**src/rtl/best_weight_store_pkg.sv**
```systemverilog
// rtl/best_weight_store_pkg.sv - shared defaults, error reset constant and state type for best_weight_store
package best_weight_store_pkg;
    localparam int DEF_BIT_WIDTH   = 32;
    localparam int DEF_EXTRA_BIT   = 2;
    localparam int DEF_NUM_WEIGHTS = 16;
    localparam int DEF_ADDR_WIDTH  = 4;
    localparam int DEF_ERR_WIDTH   = 34;

    // Wide enough for any supported ERR_WIDTH; the top slices off what it needs.
    localparam int                       MAX_ERR_WIDTH = 64;
    localparam logic [MAX_ERR_WIDTH-1:0] ERR_ALL_ONES  = '1;

    typedef enum logic {
        ST_EMPTY    = 1'b0,
        ST_TRACKING = 1'b1
    } store_state_t;
endpackage

```
**src/rtl/best_weight_store_weight_bank.sv**
```systemverilog
// rtl/best_weight_store_weight_bank.sv - single-port RAM, synchronous write, registered read
module best_weight_store_weight_bank #(
    parameter int DATA_WIDTH = 34,
    parameter int DEPTH      = 16,
    parameter int ADDR_WIDTH = 4
) (
    input  logic                  clk,
    input  logic                  i_we,
    input  logic [ADDR_WIDTH-1:0] i_addr,
    input  logic [DATA_WIDTH-1:0] i_wdata,
    output logic [DATA_WIDTH-1:0] o_rdata
);
    localparam int IDX_W = (DEPTH > 1) ? $clog2(DEPTH) : 1;

    logic [DATA_WIDTH-1:0] r_mem [DEPTH];
    logic [IDX_W-1:0]      w_idx;

    // Callers gate i_we and mask o_rdata for addresses beyond DEPTH.
    assign w_idx = i_addr[IDX_W-1:0];

    always_ff @(posedge clk) begin
        if (i_we) begin
            r_mem[w_idx] <= i_wdata;
        end
        o_rdata <= r_mem[w_idx];
    end
endmodule

```
**src/rtl/best_weight_store.sv**
```systemverilog
// rtl/best_weight_store.sv - double-banked best-so-far weight store with commit-by-bank-swap
module best_weight_store
    import best_weight_store_pkg::*;
#(
    parameter int BIT_WIDTH   = DEF_BIT_WIDTH,
    parameter int EXTRA_BIT   = DEF_EXTRA_BIT,
    parameter int NUM_WEIGHTS = DEF_NUM_WEIGHTS,
    parameter int ADDR_WIDTH  = DEF_ADDR_WIDTH,
    parameter int ERR_WIDTH   = DEF_ERR_WIDTH
) (
    input  logic                           clk,
    input  logic                           rst,
    input  logic                           w_valid,
    input  logic [ADDR_WIDTH-1:0]          w_addr,
    input  logic [BIT_WIDTH+EXTRA_BIT-1:0] w_data,
    input  logic                           epoch_done,
    input  logic [ERR_WIDTH-1:0]           epoch_error,
    input  logic [ADDR_WIDTH-1:0]          rd_addr,
    output logic [BIT_WIDTH+EXTRA_BIT-1:0] BEST_WEIGHT,
    output logic                           best_valid,
    output logic [ERR_WIDTH-1:0]           best_error,
    output logic                           commit,
    output logic                           reject,
    output logic [15:0]                    epoch_count
);
    localparam int                     DW       = BIT_WIDTH + EXTRA_BIT;
    localparam logic [ADDR_WIDTH:0]    NW_LIMIT = (ADDR_WIDTH + 1)'(NUM_WEIGHTS);
    localparam logic [NUM_WEIGHTS-1:0] MASK_ONE = NUM_WEIGHTS'(1);

    store_state_t            r_state, w_state_next;
    logic                    r_best_bank;
    logic [NUM_WEIGHTS-1:0]  r_mask;
    logic [ERR_WIDTH-1:0]    r_best_error;
    logic                    r_commit, r_reject;
    logic [15:0]             r_epoch_count;
    logic                    r_rd_sel, r_rd_zero;

    logic                    w_wr_en, w_rd_in_range;
    logic [NUM_WEIGHTS-1:0]  w_mask_next;
    logic                    w_complete, w_better, w_do_commit;
    logic                    w_we_a, w_we_b;
    logic [ADDR_WIDTH-1:0]   w_addr_a, w_addr_b;
    logic [DW-1:0]           w_rdata_a, w_rdata_b;

    assign w_wr_en       = w_valid && ({1'b0, w_addr} < NW_LIMIT) && !rst;
    assign w_rd_in_range = {1'b0, rd_addr} < NW_LIMIT;

    // A write in the closing cycle still counts toward completeness.
    assign w_mask_next = r_mask | (w_wr_en ? (MASK_ONE << w_addr) : '0);
    assign w_complete  = &w_mask_next;
    assign w_better    = (r_state == ST_EMPTY) || (epoch_error < r_best_error);
    assign w_do_commit = epoch_done && w_complete && w_better;

    // Committed bank serves reads; the other bank (shadow) takes writes.
    assign w_we_a   = w_wr_en &&  r_best_bank;
    assign w_we_b   = w_wr_en && !r_best_bank;
    assign w_addr_a = r_best_bank ? w_addr : rd_addr;
    assign w_addr_b = r_best_bank ? rd_addr : w_addr;

    best_weight_store_weight_bank #(
        .DATA_WIDTH (DW),
        .DEPTH      (NUM_WEIGHTS),
        .ADDR_WIDTH (ADDR_WIDTH)
    ) u_bank_a (
        .clk     (clk),
        .i_we    (w_we_a),
        .i_addr  (w_addr_a),
        .i_wdata (w_data),
        .o_rdata (w_rdata_a)
    );

    best_weight_store_weight_bank #(
        .DATA_WIDTH (DW),
        .DEPTH      (NUM_WEIGHTS),
        .ADDR_WIDTH (ADDR_WIDTH)
    ) u_bank_b (
        .clk     (clk),
        .i_we    (w_we_b),
        .i_addr  (w_addr_b),
        .i_wdata (w_data),
        .o_rdata (w_rdata_b)
    );

    always_comb begin
        w_state_next = r_state;
        if (w_do_commit) begin
            w_state_next = ST_TRACKING;
        end
    end

    always_ff @(posedge clk) begin
        if (rst) begin
            r_state       <= ST_EMPTY;
            r_best_bank   <= 1'b0;
            r_mask        <= '0;
            r_best_error  <= ERR_ALL_ONES[ERR_WIDTH-1:0];
            r_commit      <= 1'b0;
            r_reject      <= 1'b0;
            r_epoch_count <= '0;
            r_rd_sel      <= 1'b0;
            r_rd_zero     <= 1'b1;
        end else begin
            r_state   <= w_state_next;
            r_commit  <= w_do_commit;
            r_reject  <= epoch_done && !w_do_commit;
            // Bank data was read with the pre-swap pointer, so tag it likewise.
            r_rd_sel  <= r_best_bank;
            r_rd_zero <= (r_state == ST_EMPTY) || !w_rd_in_range;
            if (epoch_done) begin
                r_mask <= '0;
                if (r_epoch_count != 16'hFFFF) begin
                    r_epoch_count <= r_epoch_count + 16'd1;
                end
            end else begin
                r_mask <= w_mask_next;
            end
            if (w_do_commit) begin
                r_best_bank  <= ~r_best_bank;
                r_best_error <= epoch_error;
            end
        end
    end

    assign BEST_WEIGHT = r_rd_zero ? '0 : (r_rd_sel ? w_rdata_b : w_rdata_a);
    assign best_valid  = (r_state == ST_TRACKING);
    assign best_error  = r_best_error;
    assign commit      = r_commit;
    assign reject      = r_reject;
    assign epoch_count = r_epoch_count;
endmodule
```
**config.mk**
```make
export PLATFORM = sky130hd
export DESIGN_NAME = best_weight_store
export DESIGN_NICKNAME = d
export VERILOG_FILES = /design/src/rtl/best_weight_store_pkg.sv /design/src/rtl/best_weight_store_weight_bank.sv /design/src/rtl/best_weight_store.sv
export SDC_FILE = /design/constraint.sdc
export NUM_CORES = 1
export LEC_CHECK = 0
export ABC_AREA = 1
export CAP_MARGIN = 5
export CORE_UTILIZATION = 44
export DETAILED_ROUTE_END_ITERATION = 10
export PLACE_DENSITY = 0.64
export SLEW_MARGIN = 30
export SYNTH_ARGS = -nofsm -noshare
export SYNTH_HDL_FRONTEND = slang
export SYNTH_SLANG_ARGS = --single-unit
```
**constraint.sdc**
```tcl
create_clock -name clk -period 5.9 [get_ports clk]
set_clock_uncertainty 0.15 [all_clocks]
set_input_delay 1.18 -clock clk [delete_from_list [all_inputs] [get_ports clk]]
set_output_delay 1.18 -clock clk [all_outputs]
set_load 0.01 [all_outputs]
```
==> summary.txt <==
Global routing
  • Vias in the first global route: 27500
  • Initial antenna violation count: 1
  • GR Util All Layers: 22.7%
  • Global route overflow: 0
  • First-pass GRT wire length: 179000 um
  • Pin count of the biggest net entering global routing: 137

Logic synthesis
  • Area contributors post-synth: edfxtp_1 71%, a22oi_1 8.9%, nand2_1 6.2%
  • Syn Nets: 3335
  • Syn avg cell area: 14.3 um^2
  • Flops & latches, synth: 1228
  • Yosys top cell area share: 71.0%
  • Register area share after synthesis: 77.1%
  • Synthesized netlist cell count: 3221
  • Synth warn: 0
  • Yosys cell types: 35
  • Number of synthesized flops with an enable pin: 1088
  • Synthesized area: 0.0460 mm^2
  • Asr flop ratio synth: 0%
  • Yosys top cell by area: edfxtp_1
  • Top FF cell, synth: edfxtp_1
  • Count leader, synth: edfxtp_1
  • Top cells by instance count after synthesis: 1088 x edfxtp_1, 754 x nand2_1, 544 x a22oi_1

Placed design
  • GPL Wtd Cong: 0.847
  • Pre-CTS WS: 0.863 ns
  • Buffers on Ports: 166
  • Placed Cells: 4659
  • HPWL after DPL: 63700 um

STA
  • Slew margin rel.: 35.0%
  • Worst-Margin Slew: 0.973 ns
  • TNS Setup: 0 ns
  • Fin crit share: 76.8%
  • Final Setup Violations: 0
  • RSZ-0062 raised after global routing: false
  • Worst setup margin: 1.37 ns
  • Hold Vio Cnt, Final: 0
  • Fmax: 221 MHz
  • Slew Limit Fails: 0
  • Fin crit period: 4.53 ns

Clocking
  • Maximum buffer depth of the clock tree: 3
  • H-Tree Depth: 3
  • Num CTS Buffers: 118
  • Post-CTS setup buffer count: 0
  • Clock sink count: 1228
  • # resized after CTS: 0
  • Clock-pin slew on the worst setup and hold paths: 0.06 ns
  • # hold bufs at CTS: 0
  • Root Buffer: clkbuf_16
  • TritonCTS clock tree: built
  • Clk Latency, worst-skew pair: 0.73 ns

Worst setup path
  • Crit-path leading delay family: buffers and inverters
  • Data required, critical path: 4.57 ns
  • Reg2Reg Setup Slack: 2.29 ns
  • Reg2Reg Depth: 6
  • Setup CP Type: register to output pin
  • Worst EP arrival: 3.20 ns
  • Reg2reg end: u_bank_b.r_mem[3][11]$_DFFE_PP_
  • CP endpoint kind: output pin
  • Crit path buffers/inverters: 2
  • Crit-path max cell delay: 0.75 ns
  • Critical path startpoint category: register
  • Reg2reg start: r_best_bank$_SDFFE_PP0P_
  • Max stage delay cell, worst path: dfxtp_2
  • Maximum fanout along the worst path: 18
  • Worst-path cell chain: buf_4, nand2_1, a21oi_1, clkdlybuf4s50_1

Route
  • Wirelength per Cell: 24.9 um
  • DRT Pass-1 Iters: 5
  • DR iter-0 viols: 2581
  • WL final: 122000 um
  • Routed vias: 27900
  • ANT nets after route: 0
  • Drt drc: 0
  • Via density per instance: 5.72

Status
  • Status: finished clean

Layout
  • Layout net count: 3513
  • Fillcell total: 8626
  • Non-filler cells, final: 4884
  • Area delta synth->final: 15.8%
  • Layout Utilization: 51.4%
  • Share of cells above drive strength 1: 9.53%

Pwr
  • Net Sw Frac: 21.8%
  • Flop pwr share: 54.0%
  • Total power draw: 17.7 mW
  • Power density cells: 332 mW/mm^2
  • Switching power: 3.86 mW
  • Clock share of power: 41.6%
  • VDD IR max: 0.000273 V
  • Cell leakage power: 18.4 nW
  • Combinational power share: 4.4%
  • Internal power: 13.8 mW

Min path
  • Origin of the worst min-delay path: best_valid$_SDFFE_PP0P_
  • Min-Delay Endpoint: r_rd_zero$_SDFF_PP1_
  • HP Class: register to register
  • Hold Crit Depth: 1

Floorplan
  • Initial Util: 44.4%
  • Die Span Y: 325 um
  • Core area: 0.104 mm^2
  • IO Count: 167
  • Die W: 325 um
  • Die area: 0.106 mm^2
  • # rows: 118

Job
  • MaxCap Viol Count: 0
## placed cells by master (no fill, tap or decap), drive strengths merged
cell type	instances
clkinvlp	6
and2	1
a211oi	1
nor2	118
o21bai	7
and3	1
a21oi	59
dfxtp	140
ha	34
nand4	74
a31oi	1
nor3	5
nor4	2
nand3b	1
nand2	755
xor2	3
buf	97
o21ai	21
xnor2	2
bufinv	6
nand3	89
inv	101
edfxtp	1088
a22oi	544
clkdlybuf4s50	134
clkbuf	150
clkinv	61
a21o	2
diode	1
## metrics by stage
| step | area, um^2 | hold WS [ns] |
|---|---|---|
| after floorplan | 46000 | 0.277 |
| after global placement | 49600 | 0.278 |
| after detailed placement | 49500 | 0.280 |
| after CTS | 53300 | 0.302 |
| after global routing | 53300 | 0.324 |
| final | 53300 | 0.294 |
## worst reg2reg max path, delay by kind of cell, from the launching register on
kind	cells	cell delay [ns]
buffers and inverters	2	0.76
AOI/OAI and AO/OA	1	0.70
DFF	1	0.43
and+or+nand+nor	3	1.32
## final cells by class
class / count / area, um^2 / share of cell area, %
Antenna cell: 1 / 2.50 / 0.00470
Clock buffer: 150 / 3180 / 5.98
Clock inverter: 74 / 636 / 1.19
Inverter: 100 / 385 / 0.723
Multi-Input combinational cell: 1720 / 9670 / 18.1
Sequential cell: 1228 / 35500 / 66.6
Tap cell: 1380 / 1730 / 3.24
Timing Repair Buffer: 231 / 2200 / 4.13
## kinds of logic (layout without fill, tap and decap cells)
group                      count (synthesis)  after routing  synth area share (%)
AOI/OAI and AO/OA                        635            635                  9.95
other                                      0              1                     0
xor gates and xnor gates                   5              5                0.0952
and+or+nand+nor                         1046           1046                  9.34
DFF                                     1228           1228                  77.1
adders and majority gates                 34             34                 0.925
buffers and inverters                    273            555                  2.57
## power by group through the flow
stage               registers [mW]  clock network [mW]  logic (mW)
finish                        9.57                7.37       0.770
detailed placement            9.75                   0       0.771
global route                  9.57                7.79       0.842
floorplan                     9.74                   0       0.409
CTS                           9.57                7.47       0.776
global placement              9.76                   0       0.769
## metal layers
layer | track usage (%) | routed length (um) | vias to the layer above
met2 | 37.6 | 58300 | 1197
li1 | - | - | 12500
met5 | 0 | 0 | -
met1 | 31.0 | 50800 | 14000
met3 | 3.57 | 9180 | 204
met4 | 6.89 | 3260 | 0
## state kept, by name, summed over array words and instances, names as in the netlist
| signal | flops |
|---|---|
| best_error | 34 |
| u_bank_b.o_rdata | 34 |
| commit | 1 |
| u_bank_a.r_mem | 544 |
| reject | 1 |
| best_valid | 1 |
| r_rd_sel | 1 |
| r_rd_zero | 1 |
| r_best_bank | 1 |
| u_bank_b.r_mem | 544 |
| u_bank_a.o_rdata | 34 |
| r_mask | 16 |
| epoch_count | 16 |
## worst max path at each step
stage,from,end,slack [ns],cells after the start
6_report,r_rd_sel$_SDFF_PP0_,BEST_WEIGHT[16],1.37,4
5_1_grt,r_rd_sel$_SDFF_PP0_,BEST_WEIGHT[16],1.35,4
4_1_cts,r_rd_sel$_SDFF_PP0_,BEST_WEIGHT[16],1.38,4
3_5_place_dp,w_addr[1],u_bank_b.r_mem[3][16]$_DFFE_PP_,0.86,8
3_3_place_gp,w_addr[1],u_bank_b.r_mem[3][17]$_DFFE_PP_,0.94,8
2_1_floorplan,w_addr[1],u_bank_b.r_mem[14][0]$_DFFE_PP_,1.75,8
Power figures use the tool's default switching activity.
